[config.mk]
export PLATFORM = sky130hd
export DESIGN_NAME = mem_rd_engine_flat
export DESIGN_NICKNAME = d
export VERILOG_FILES = /design/src/rtl/mem_rd_engine_if.sv /design/src/rtl/mem_rd_engine.sv /design/src/flat_wrapper.sv
export SDC_FILE = /design/constraint.sdc
export NUM_CORES = 1
export LEC_CHECK = 0
export BUFFER_PORTS_ARGS = -buffer_cell sky130_fd_sc_hd__buf_2
export CORE_UTILIZATION = 30
export CTS_CLUSTER_DIAMETER = 50
export DETAILED_ROUTE_END_ITERATION = 12
export GPL_TIMING_DRIVEN = 0
export HOLD_SLACK_MARGIN = 0.06
export PLACE_DENSITY = 0.44
export SLEW_MARGIN = 20
export SYNTH_ARGS = -nofsm -noshare
export SYNTH_HDL_FRONTEND = slang
export SYNTH_SLANG_ARGS = --single-unit
export TNS_END_PERCENT = 50
[constraint.sdc]
create_clock -name clk -period 3.95 [get_ports clk]
set_input_delay 0.5925 -clock clk [delete_from_list [all_inputs] [get_ports clk]]
set_output_delay 0.5925 -clock clk [all_outputs]
set_load 0.005 [all_outputs]
[src/rtl/mem_rd_engine_if.sv]
`default_nettype none
// ============================================================================
// Module   : mem_rd_engine_if
// Brief    : Request, local-memory and output-stream signals of mem_rd_engine.
// Revision : 1.0
// ============================================================================
interface mem_rd_engine_if #(
  parameter int ADDR_W = 10,
  parameter int DATA_W = 32
);
  logic              req_valid;
  logic              req_ready;
  logic [ADDR_W-1:0] req_addr;
  logic [ADDR_W-1:0] req_len;
  logic              mem_we;
  logic [ADDR_W-1:0] mem_addr;
  logic [DATA_W-1:0] mem_dout;
  logic              dat_valid;
  logic              dat_ready;
  logic [DATA_W-1:0] dat_data;
  logic              dat_last;
  logic              done;
  logic              err;

  modport master (
    output req_valid, req_addr, req_len, mem_dout, dat_ready,
    input  req_ready, mem_we, mem_addr, dat_valid, dat_data, dat_last, done, err
  );

  modport slave (
    input  req_valid, req_addr, req_len, mem_dout, dat_ready,
    output req_ready, mem_we, mem_addr, dat_valid, dat_data, dat_last, done, err
  );
endinterface
`default_nettype wire

[src/rtl/mem_rd_engine.sv]
`default_nettype none
// ============================================================================
// Module   : mem_rd_engine
// Brief    : Streams a dword range from a synchronous-read memory through a
//            4-entry FIFO. Define MEM_RD_ERR_EN to reject out-of-range requests.
// Revision : 1.0
// ============================================================================
module mem_rd_engine #(
  parameter int ADDR_W = 10,
  parameter int DATA_W = 32
) (
  input wire             clk,
  input wire             rst_n,
  mem_rd_engine_if.slave bus
);

  localparam int c_cnt_w = ADDR_W + 1;
  localparam logic [c_cnt_w-1:0] c_span = {1'b1, {ADDR_W{1'b0}}};

  typedef enum logic [1:0] {
    S_IDLE  = 2'd0,
    S_RUN   = 2'd1,
    S_DRAIN = 2'd2
  } state_t;

  state_t             r_state;
  logic [ADDR_W-1:0]  r_mem_addr;
  logic [c_cnt_w-1:0] r_remain;
  logic [c_cnt_w-1:0] r_left;
  logic               r_s0;
  logic               r_s1;
  logic               r_done;
  logic [DATA_W-1:0]  r_fifo [4];
  logic [1:0]         r_wr_ptr;
  logic [1:0]         r_rd_ptr;
  logic [2:0]         r_count;

  logic [c_cnt_w-1:0] w_len_ext;
  logic               w_req_ready;
  logic               w_req_fire;
  logic [3:0]         w_occ;
  logic               w_issue;
  logic               w_dat_valid;
  logic               w_pop;
  logic               w_bad;
  logic               w_err_pulse;

  assign w_len_ext   = (bus.req_len == '0) ? c_span : {1'b0, bus.req_len};
  assign w_req_ready = rst_n && (r_state == S_IDLE);
  assign w_req_fire  = bus.req_valid && w_req_ready;
  // Occupancy counts reads still in the address and memory-output stages.
  assign w_occ       = {1'b0, r_count} + {3'b0, r_s0} + {3'b0, r_s1};
  assign w_issue     = (r_state == S_RUN) && (r_remain != '0) && (w_occ < 4'd4);
  assign w_dat_valid = (r_count != 3'd0);
  assign w_pop       = w_dat_valid && bus.dat_ready;

`ifdef MEM_RD_ERR_EN
  logic r_err;

  assign w_bad = (({1'b0, bus.req_addr} + w_len_ext) > c_span);

  always_ff @(posedge clk) begin
    if (!rst_n) begin
      r_err <= 1'b0;
    end else begin
      r_err <= w_req_fire && w_bad;
    end
  end

  assign w_err_pulse = r_err;
  assign bus.err     = r_err;
`else
  assign w_bad       = 1'b0;
  assign w_err_pulse = 1'b0;
  assign bus.err     = 1'b0;
`endif

  // Storage is left unreset; occupancy alone decides what is visible.
  always_ff @(posedge clk) begin
    if (rst_n && r_s1) begin
      r_fifo[r_wr_ptr] <= bus.mem_dout;
    end
  end

  always_ff @(posedge clk) begin
    if (!rst_n) begin
      r_state    <= S_IDLE;
      r_mem_addr <= '0;
      r_remain   <= '0;
      r_left     <= '0;
      r_s0       <= 1'b0;
      r_s1       <= 1'b0;
      r_done     <= 1'b0;
      r_wr_ptr   <= 2'd0;
      r_rd_ptr   <= 2'd0;
      r_count    <= 3'd0;
    end else begin
      r_done  <= 1'b0;
      r_s1    <= r_s0;
      r_s0    <= 1'b0;
      r_count <= r_count + {2'b0, r_s1} - {2'b0, w_pop};
      if (r_s1) begin
        r_wr_ptr <= r_wr_ptr + 2'd1;
      end
      if (w_pop) begin
        r_rd_ptr <= r_rd_ptr + 2'd1;
        r_left   <= r_left - c_cnt_w'(1);
      end

      case (r_state)
        S_IDLE: begin
          if (w_req_fire) begin
            r_mem_addr <= bus.req_addr;
            if (w_bad) begin
              r_state <= S_DRAIN;
            end else begin
              // Loading the address register is the first issue.
              r_s0     <= 1'b1;
              r_remain <= w_len_ext - c_cnt_w'(1);
              r_left   <= w_len_ext;
              r_state  <= S_RUN;
            end
          end
        end
        S_RUN: begin
          if (w_issue) begin
            r_mem_addr <= r_mem_addr + ADDR_W'(1);
            r_s0       <= 1'b1;
            r_remain   <= r_remain - c_cnt_w'(1);
            if (r_remain == c_cnt_w'(1)) begin
              r_state <= S_DRAIN;
            end
          end else if (r_remain == '0) begin
            r_state <= S_DRAIN;
          end
        end
        S_DRAIN: begin
          if (w_err_pulse) begin
            r_state <= S_IDLE;
          end else if (w_pop && (r_left == c_cnt_w'(1))) begin
            r_state <= S_IDLE;
            r_done  <= 1'b1;
          end
        end
        default: r_state <= S_IDLE;
      endcase
    end
  end

  assign bus.req_ready = w_req_ready;
  assign bus.mem_we    = 1'b0;
  assign bus.mem_addr  = r_mem_addr;
  assign bus.dat_valid = w_dat_valid;
  assign bus.dat_data  = w_dat_valid ? r_fifo[r_rd_ptr] : '0;
  assign bus.dat_last  = w_dat_valid && (r_left == c_cnt_w'(1));
  assign bus.done      = r_done;

endmodule
`default_nettype wire

[src/flat_wrapper.sv]
// flat-port wrapper written by rule: the top's interface ports become plain ports
module mem_rd_engine_flat 
#(
  parameter int ADDR_W = 10,
  parameter int DATA_W = 32
)
  (clk, rst_n, bus_req_valid, bus_req_addr, bus_req_len, bus_mem_dout, bus_dat_ready, bus_req_ready, bus_mem_we, bus_mem_addr, bus_dat_valid, bus_dat_data, bus_dat_last, bus_done, bus_err);
  mem_rd_engine_if #(.ADDR_W(ADDR_W), .DATA_W(DATA_W)) bus_i ();
  input wire clk;
  input wire rst_n;
  input wire logic [$bits(bus_i.req_valid)-1:0] bus_req_valid;
  input wire logic [$bits(bus_i.req_addr)-1:0] bus_req_addr;
  input wire logic [$bits(bus_i.req_len)-1:0] bus_req_len;
  input wire logic [$bits(bus_i.mem_dout)-1:0] bus_mem_dout;
  input wire logic [$bits(bus_i.dat_ready)-1:0] bus_dat_ready;
  output wire logic [$bits(bus_i.req_ready)-1:0] bus_req_ready;
  output wire logic [$bits(bus_i.mem_we)-1:0] bus_mem_we;
  output wire logic [$bits(bus_i.mem_addr)-1:0] bus_mem_addr;
  output wire logic [$bits(bus_i.dat_valid)-1:0] bus_dat_valid;
  output wire logic [$bits(bus_i.dat_data)-1:0] bus_dat_data;
  output wire logic [$bits(bus_i.dat_last)-1:0] bus_dat_last;
  output wire logic [$bits(bus_i.done)-1:0] bus_done;
  output wire logic [$bits(bus_i.err)-1:0] bus_err;
  assign bus_i.req_valid = bus_req_valid;
  assign bus_i.req_addr = bus_req_addr;
  assign bus_i.req_len = bus_req_len;
  assign bus_i.mem_dout = bus_mem_dout;
  assign bus_i.dat_ready = bus_dat_ready;
  assign bus_req_ready = bus_i.req_ready;
  assign bus_mem_we = bus_i.mem_we;
  assign bus_mem_addr = bus_i.mem_addr;
  assign bus_dat_valid = bus_i.dat_valid;
  assign bus_dat_data = bus_i.dat_data;
  assign bus_dat_last = bus_i.dat_last;
  assign bus_done = bus_i.done;
  assign bus_err = bus_i.err;
  mem_rd_engine #(.ADDR_W(ADDR_W), .DATA_W(DATA_W)) u_core (.clk(clk), .rst_n(rst_n), .bus(bus_i));
endmodule
# --- Word-level counts from Yosys, hierarchy flattened ---
# Memories as Yosys holds them, arrays and structs flattened. A register that Yosys moved wholly into a read port is not among the register bits.
# Index checks and enable logic that the tools add are counted.
totals:
  ff_bits: 44
  ramBits: 128
  input_bits: 56
  output_inout_bits: 48
  elab_cells: 73
  n_memories: 1
op_classes:
  n_addsub: 10
  n_lt_le_gt_ge: 1
  eq_ne: 9
  muxes: 25
  n_reduce_logical: 17
mem_list:
  columns: ["memory", "words", "width", "read_ports", "rd_ports_with_merged_regs", "wr", "line", "rtl"]
  rows:
  - ["u_core.r_fifo", 4, 32, 1, 1, 1, "mem_rd_engine.sv:33", "logic [DATA_W-1:0] r_fifo [4];"]
op_table:
  columns: ["op", "count"]
  rows:
  - ["2-to-1 mux 11 bit", 6]
  - ["subtractor 11 x 1 -> 11 bit (second input constant)", 3]
  - ["2-to-1 mux 32 bit", 1]
  - ["== test 11 x 1 -> 1 bit (second input constant)", 2]
  - ["one-hot mux 11 bit (2 select lines)", 1]
  - ["2-to-1 mux 10 bit", 2]
  - ["one-hot mux 10 bit (2 select lines)", 1]
  - ["2-to-1 mux 2 bit", 7]
  - ["zero test 11 bit", 1]
  - ["nonzero test 11 bit", 1]
  - ["adder 10 x 1 -> 10 bit (second input constant)", 1]
  - ["zero test 10 bit", 1]
  - ["logical AND 1 bit", 8]
  - ["inequality test 2 x 1 -> 1 bit (second input constant)", 3]
  - ["one-hot mux 2 bit (3 select lines)", 1]
  - ["2-to-1 mux 1 bit", 5]
  - ["adder 2 x 1 -> 2 bit (second input constant)", 2]
  - ["adder 3 x 1 -> 4 bit", 1]
  - ["adder 4 x 1 -> 4 bit", 1]
  - ["less-than comparator 4 x 3 -> 1 bit (second input constant)", 1]
  - ["AND reduction 4 bit", 1]
  - ["adder 3 x 1 -> 3 bit", 1]
  - ["inequality test 3 x 2 -> 1 bit (second input constant)", 1]
  - ["inequality test 3 bit (second input constant)", 1]
  - ["other kinds (9)", 9]

# --- Logic depth before layout (Yosys ltp) ---
# Gate-level depths: netlist (run 1).
logic_depth:
  ltp_word: 6
  depth_mapped: 9
  depth_no_buf: 9

# --- Worst setup path after synthesis (run 1) ---
# Ideal clock, no wire load.
synth_timing:
  kind: "input -> register"
  start: "in bus_req_len[0]"
  end: "reg u_core.r_remain[5]"
  setup_ns: 0.061
  t_arrival_ns: 2.194
  t_required_ns: 3.889
  path_slack_ns: 1.696
  path_stages: 9
  n_path_buf: 1
  path_cell_list: "inv_1 -> ha_1 -> or3b_2 -> clkbuf_1 -> nor2_1 -> nand2_1 -> and3_1 -> a2111oi_0 -> a32o_1"
synth_between:
  elab_chain_len: 5
synth_rtl:
  columns: ["item", "line", "rtl"]
  rows:
  - ["start, declared", "flat_wrapper.sv:13", "input wire logic [$bits(bus_i.req_len)-1:0] bus_req_len;"]
  - ["zero test 10 bit", "mem_rd_engine.sv:48", "assign w_len_ext = (bus.req_len == '0) ? c_span : {1'b0, bus.req_len};"]
  - ["2-to-1 mux 11 bit *", "mem_rd_engine.sv:48", null]
  - ["subtractor 11 x 1 -> 11 bit *", "mem_rd_engine.sv:119", "r_remain <= w_len_ext - c_cnt_w'(1);"]
  - ["2-to-1 mux 11 bit *", "mem_rd_engine.sv:112", "if (w_req_fire) begin"]
  - ["one-hot mux 11 bit (2 select lines) *", "mem_rd_engine.sv:110", "case (r_state)"]
  - ["end signal, assigned", "mem_rd_engine.sv:119", null]
  - ["end signal, assigned", "mem_rd_engine.sv:129", "r_remain <= r_remain - c_cnt_w'(1);"]
  - ["end, declared", "mem_rd_engine.sv:28", "logic [c_cnt_w-1:0] r_remain;"]
# Every way passes the cells marked *; elsewhere a longest branch is shown, timed or not. The select of a mux whose other input is x is not followed.
# A chain may end at the register's enable or synchronous reset.

# --- Worst setup path in the final report (run 1) ---
layout_timing:
  start: "reg u_core.r_count[1]"
  end: "out bus_dat_data[20]"
layout_between:
  elab_chain_len: 2
layout_rtl:
  columns: ["item", "line", "rtl"]
  rows:
  - ["start, declared", "mem_rd_engine.sv:36", "logic [2:0] r_count;"]
  - ["start signal, assigned", "mem_rd_engine.sv:101", "r_count <= r_count + {2'b0, r_s1} - {2'b0, w_pop};"]
  - ["nonzero test 3 bit", "mem_rd_engine.sv:54", "assign w_dat_valid = (r_count != 3'd0);"]
  - ["2-to-1 mux 32 bit", "mem_rd_engine.sv:154", "assign bus.dat_data = w_dat_valid ? r_fifo[r_rd_ptr] : '0;"]
  - ["end, declared", "flat_wrapper.sv:20", "output wire logic [$bits(bus_i.dat_data)-1:0] bus_dat_data;"]
# No other way between the ends.

==> results.ini, run 1 <==
[outcome]
status = complete, no violations

[worst_setup_path]
worstReg2RegStart = u_core.r_count[1]$_SDFF_PN0_
rrSetupSlack_ps = 1350
criticalPathCategory = register to primary output
crit_buf_inv = 2
reg2reg_to = u_core.r_count[2]$_SDFF_PN0_
crit_path_start_kind = register
end_kind = primary output
rr_worst_depth = 9
worstPathMaxFanout = 10
slowest_delay_ps = 880
critPathRequiredTime_ps = 3360
path_cells = nor3_1, clkbuf_1, nor2b_1, buf_2
worst_path_max_delay_cell = nor3_1
cp_top_family = simple AND/OR/NAND/NOR gates
crit_cells = 4
crit_arrival_ps = 2580

[clock_tree]
cts_buffer_depth = 2
clk_latency_ps = 440
cts_buffers = 17
clkTransAtPathRegs_ps = 70
root_buffer = clkbuf_16
htree_levels = 4
ctsHoldBuffers = 0
clkSinkCount = 174
cts_tree = yes
postCtsSetupRepairBufs = 0
ctsResizeCount = 0

[place]
routabilityCongestion = 0.797
dp_cells = 979
place_ws_ps = 1160
portBuffers = 100
dp_hpwl_um = 11900
placed_area_um2 = 8570

[pwr]
combPwrFrac = 0.341
power.density_nw_per_um2 = 670
p_sw_mw = 2.15
p_clk_frac = 0.278
vdd_ir_drop_max_uv = 271
power_leakage_nw = 3.22
fin_total_pwr_mw = 6.15
sw_frac_of_total = 0.349
intPower_mw = 4.00
seqPwrFrac = 0.381

[timing]
rsz0062_at_grt = no
drv_slew = 0
setup_slack_ps = 778
relSlewSlack = 0.291
period_share = 0.803
fin_tns_setup_ps = 0
fin_skew_ps = 16.7
hold_violations = 0
period_needed_ps = 3170
worst_pin_slew_ps = 1060
holdWs_ps = 373
max_freq_ghz = 0.315
setup_viol = 0

[min_path]
hold_depth = 1
min_from = bus_mem_dout[9]
holdPathEnd = u_core.r_fifo[2][9]$_DFFE_PP_
hp-class = primary input to register

[drt]
wl_per_cell_um = 17.2
wl_um = 17400
ant_nets = 0
first_pass_iters = 4
via_count = 4839
via_per_inst = 4.78
drt-initial-drc-count = 327
drcViolationCount = 0

[logic_synthesis]
synth_warnings = 0
synth_edf_count = 128
synthFlopType = edfxtp_1
synth_seq_cells = 174
ys_seq_area_frac = 0.630
syn_avg_cell_area_um2 = 13.8
synthesis.area_um2 = 7560
synthArstFlopShare = 0
synth_cells = 550
synthDistinctLibCells = 63

[cells_and_area]
fin_area_um2 = 9190
area_growth_pct = 21.4
fillerInstances = 2399
stdcell_count = 1012
fin_util = 0.374
drive_above_1_share = 0.287
fin_nets = 745

[global_route]
grt_max_degree = 24
grt_use_total = 0.141
grt_pass1_vias = 5012
grt-ovfl-total = 0
antenna_found_initial = 0
grt_pass1_wl_um = 27500

[floorplan]
placementRows = 57
start_util = 0.308
die_h_um = 161
dieArea_um2 = 25900
core_um2 = 24500
io_pins = 104
die_x_um = 161

[flow_run]
drv_cap = 0

cell usage after synthesis (2+ instances only):
cell | count | area share
edfxtp_1 | 128 | 0.51
dfxtp_1 | 46 | 0.12
nand2_1 | 35 | 0.017
nor2b_1 | 34 | 0.028
nor2_1 | 33 | 0.016
mux4_2 | 32 | 0.095
a21oi_1 | 30 | 0.020
nor3_1 | 20 | 0.013
o21ai_0 | 20 | 0.013
clkbuf_1 | 18 | 0.0089
inv_1 | 15 | 0.0074
ha_1 | 14 | 0.023
nand3_1 | 10 | 0.0066
xnor2_1 | 10 | 0.012
and3_1 | 7 | 0.0058
buf_2 | 7 | 0.0046
o31ai_1 | 6 | 0.0060
xor2_1 | 6 | 0.0069
o211ai_1 | 5 | 0.0050
a31oi_1 | 4 | 0.0033
or4_1 | 4 | 0.0040
a311oi_1 | 3 | 0.0035
and2_1 | 3 | 0.0025
buf_1 | 3 | 0.0015
nor3b_1 | 3 | 0.0030
nor4_1 | 3 | 0.0025
a2111oi_0 | 2 | 0.0023
a211oi_1 | 2 | 0.0020
a21oi_2 | 2 | 0.0023
a21oi_4 | 2 | 0.0043
a32o_1 | 2 | 0.0026
buf_4 | 2 | 0.0020
mux2i_1 | 2 | 0.0026
nand2b_1 | 2 | 0.0017
o32ai_1 | 2 | 0.0023
o41ai_1 | 2 | 0.0023
or2_2 | 2 | 0.0017
or3_1 | 2 | 0.0017
or3_2 | 2 | 0.0020
or3_4 | 2 | 0.0030
area by class of cell:
type | count | area [um^2] | share of cell area
multi-input cells | 331 | 2610 | 0.284
clock inverters | 15 | 191 | 0.0208
clock buffers | 17 | 425 | 0.0463
inverters | 15 | 56.3 | 0.00613
diodes | 1 | 2.50 | 0.000272
plain buffers | 31 | 140 | 0.0153
repair buffers | 104 | 588 | 0.0640
well taps | 324 | 405 | 0.0441
flip-flops and latches | 174 | 4760 | 0.519
worst reg2reg max path, cell delays in order (launching register included):
cell and delay (ps):
dfxtp_1 380, o31ai_1 660, inv_1 250, ha_1 350, inv_1 60, ha_1 120
inv_1 50, fa_1 370, xnor2_1 170, nor2_1 50
cell families (layout without fill, tap and decap cells):
kind of cell | after synthesis | after routing | share of synthesized area
adder cells (fa/ha/maj) | 15 | 15 | 0.0258
AND/OR/NAND/NOR | 168 | 168 | 0.115
buffers and inverters | 46 | 182 | 0.0260
other | 1 | 3 | 0.000496
XOR/XNOR | 16 | 16 | 0.0185
flip-flops | 174 | 174 | 0.630
AO/OA/AOI/OAI | 96 | 96 | 0.0859
multiplexers | 34 | 34 | 0.0979
how the worst max path moves through the flow:
stage | from | endpoint | slack (ps)
2_1_floorplan | bus_req_len[0] | u_core.r_remain[5]$_SDFFE_PN0P_ | 1700
3_3_place_gp | rst_n | u_core.r_fifo[0][30]$_DFFE_PP_ | 720
3_5_place_dp | u_core.r_count[1]$_SDFF_PN0_ | bus_dat_data[20] | 1160
4_1_cts | u_core.r_count[1]$_SDFF_PN0_ | bus_dat_data[20] | 680
5_1_grt | u_core.r_count[1]$_SDFF_PN0_ | bus_dat_last | 560
6_report | u_core.r_count[1]$_SDFF_PN0_ | bus_dat_data[20] | 780
flip-flops by register name (all words and copies together) (netlist names), 2 cells and up, named ones only:
register	cells
u_core.r_remain	11
u_core.r_wr_ptr	2
u_core.r_rd_ptr	2
u_core.r_fifo	128
u_core.r_left	11
u_core.bus.mem_addr	10
u_core.r_state	2
u_core.r_count	3
power groups by stage:
stage,Combinational (mW),Clock (mW),Sequential [mW]
2_1_floorplan,1.44,0,2.35
3_3_place_gp,2.10,0,2.38
3_5_place_dp,2.13,0,2.38
4_1_cts,2.14,1.76,2.34
5_1_grt,2.35,1.84,2.38
6_report,2.10,1.71,2.34
cell usage in the layout (no fill, tap or decap), types with 4 or more instances in the layout:
| master | netlist | final |
|---|---|---|
| edfxtp_1 | 128 | 128 |
| buf_2 | 7 | 107 |
| dfxtp_1 | 46 | 46 |
| nand2_1 | 35 | 35 |
| nor2b_1 | 34 | 34 |
| nor2_1 | 33 | 33 |
| mux4_2 | 32 | 32 |
| a21oi_1 | 30 | 30 |
| nor3_1 | 20 | 20 |
| o21ai_0 | 20 | 20 |
| clkbuf_1 | 18 | 18 |
| clkbuf_16 | 0 | 17 |
| inv_1 | 15 | 15 |
| ha_1 | 14 | 14 |
| nand3_1 | 10 | 10 |
| xnor2_1 | 10 | 10 |
| o31ai_1 | 6 | 6 |
| xor2_1 | 6 | 6 |
| o211ai_1 | 5 | 5 |
| and3_2 | 0 | 4 |
| or4_1 | 4 | 4 |
| a31oi_1 | 4 | 4 |
| inv_8 | 0 | 4 |
per-layer routing:
| layer | routed length [um] | up-vias | global-route usage |
|---|---|---|---|
| li1 | - | 2347 | - |
| met1 | 8190 | 2384 | 0.184 |
| met2 | 8450 | 99 | 0.230 |
| met3 | 589 | 9 | 0.0336 |
| met4 | 164 | 0 | 0.0429 |
| met5 | 0 | - | 0 |
Power figures use the tool's default switching activity.
==> run 2, diff against run 1 <==
clock period = 3.1 ns   (was 3.95 ns; I/O delays follow)
==> results.ini, run 2 (synthesis results as in run 1) <==
[drt]
wl_per_cell_um = 17.2  ; +0.23%
ant_nets = 0  ; unchanged
wl_um = 17400  ; +0.23%
via_count = 4876  ; +0.76%
first_pass_iters = 5  ; +1
drcViolationCount = 0  ; unchanged
via_per_inst = 4.82  ; +0.76%
drt-initial-drc-count = 333  ; +1.8%

[timing]
max_freq_ghz = 0.341
hold_violations = 0  ; unchanged
worst_pin_slew_ps = 726  ; -330 ps
fin_tns_setup_ps = 0  ; unchanged
fin_skew_ps = 17.6  ; +0.861 ps
setup_viol = 0  ; unchanged
period_share = 0.947
rsz0062_at_grt = no
drv_slew = 0  ; unchanged
period_needed_ps = 2930
relSlewSlack = 0.504  ; +0.213

[cells_and_area]
largest_reg_flops = 128  ; unchanged
final_common_cell = edfxtp_1
multiInputGateArea_um2 = 2620  ; +0.19%
fin_area_um2 = 9190  ; about the same
drive_above_1_share = 0.288  ; +0.00146
final_cell_mix = edfxtp_1, buf_2, dfxtp_1
stdcell_count = 1012  ; unchanged
seqCellArea_um2 = 4760  ; unchanged
fin_util = 0.375  ; about the same
fin_nets = 745  ; unchanged
area_growth_pct = 21.5  ; about the same
top_register = u_core.r_fifo
fillerInstances = 2400  ; +0.042%
top_regs = u_core.r_fifo: 128 flops, u_core.r_left: 11 flops, u_core.r_remain: 11 flops

[worst_setup_path]
startpoint = u_core.r_left[5]$_SDFF_PN0_
worstPathMaxFanout = 4  ; -6
critPathRequiredTime_ps = 2630  ; -730 ps
rrSetupSlack_ps = 480  ; -870 ps
end_kind = primary output
crit_path_start_kind = register
rr_worst_depth = 9  ; unchanged
criticalPathCategory = register to primary output
worstReg2RegStart = u_core.r_count[1]$_SDFF_PN0_
reg2reg_to = u_core.r_count[2]$_SDFF_PN0_
crit_arrival_ps = 2470  ; -110 ps

[clock_tree]
cts_buffers = 17  ; unchanged
root_buffer = clkbuf_16
postCtsSetupRepairBufs = 0  ; unchanged
cts_tree = yes
ctsHoldBuffers = 0  ; unchanged
clk_latency_ps = 440  ; about the same
clkTransAtPathRegs_ps = 70  ; about the same
htree_levels = 4  ; unchanged
clkSinkCount = 174  ; unchanged
ctsResizeCount = 1  ; +1
cts_buffer_depth = 2  ; unchanged

[global_route]
grt-busiest-layer = met2
grt_pass1_vias = 5015  ; +0.060%
grt_max_degree = 24  ; unchanged
antenna_found_initial = 0  ; unchanged
use_met1 = 0.184  ; unchanged
grt_util_met2 = 0.231  ; about the same
use_met3 = 0.0336  ; unchanged
grt_use_total = 0.141  ; about the same
grt_pass1_wl_um = 27500  ; about the same
grt-ovfl-total = 0  ; unchanged

[min_path]
holdPathEnd = u_core.r_fifo[2][9]$_DFFE_PP_
hold_depth = 1  ; unchanged
min_from = bus_mem_dout[9]
hp-class = primary input to register

[floorplan]
placementRows = 57  ; unchanged
die_x_um = 161  ; unchanged
die_h_um = 161  ; unchanged
core_um2 = 24500  ; unchanged
dieArea_um2 = 25900  ; unchanged
start_util = 0.308  ; unchanged
io_pins = 104  ; unchanged

[place]
routabilityCongestion = 0.797  ; unchanged
portBuffers = 100  ; unchanged
dp_cells = 979  ; unchanged
dp_hpwl_um = 11900  ; unchanged
placed_area_um2 = 8570  ; unchanged

[pwr]
power_leakage_nw = 3.22  ; about the same
power.density_nw_per_um2 = 854  ; +27%
vdd_ir_drop_max_uv = 345  ; +27%

[flow_run]
drv_cap = 0  ; unchanged

[outcome]
status = complete, no violations

==> run 2: cell types whose count changed in the layout (fill, tap and decap cells not counted) <==
cell,previous run,this run
nor3_1,20,19
nor3_2,0,1
==> run 2: critical path, stage by stage, from the launching register on <==
cell	delay, ps
dfxtp_1	330
or4_1	530
or2_2	330
nor3_1	220
nand3b_1	130
nor3_1	320
buf_2	190
==> run 2: final cells by class <==
type,count,share of cell area
diodes,1,0.000272
plain buffers,31,0.0152
clock buffers,17,0.0463
clock inverters,15,0.0208
inverters,15,0.00613
multi-input cells,331,0.285
flip-flops and latches,174,0.518
well taps,324,0.0441
repair buffers,104,0.0640
==> run 2: metrics by stage <==
step           hold WS (ps)  power [mW]  worst slack (ps)
6_report                241        7.85               166
3_5_place_dp            443        5.75               428
5_1_grt                 220        8.36              10.4
2_1_floorplan           428        4.82               887
3_3_place_gp            438        5.71            -0.669
4_1_cts                 231        7.95               144
==> run 2: how the worst max path moves through the flow <==
stage               slack (ps)  cells past startpoint                              to
finish                     170                      6                    bus_dat_last
floorplan                  890                      9    u_core.r_count[2]$_SDFF_PN0_
CTS                        140                      6                    bus_dat_last
global placement          -0.7                      3  u_core.r_fifo[0][30]$_DFFE_PP_
global route                10                      6                    bus_dat_last
detailed placement         430                      9    u_core.r_count[2]$_SDFF_PN0_
==> run 2: power by group <==
part	switching, mW	leakage [nW]	total (mW)	internal, mW
sequential	0.229	1.53	2.99	2.76
clock	1.02	0.298	2.18	1.17
combinational	1.50	1.40	2.67	1.17
total	2.75	3.22	7.85	5.10
==> run 2: metal layers <==
layer / vias up / part of all wire
li1: 2345 / -
met1: 2397 / 0.46
met2: 122 / 0.48
met3: 12 / 0.043
met4: 0 / 0.0099
met5: - / 0
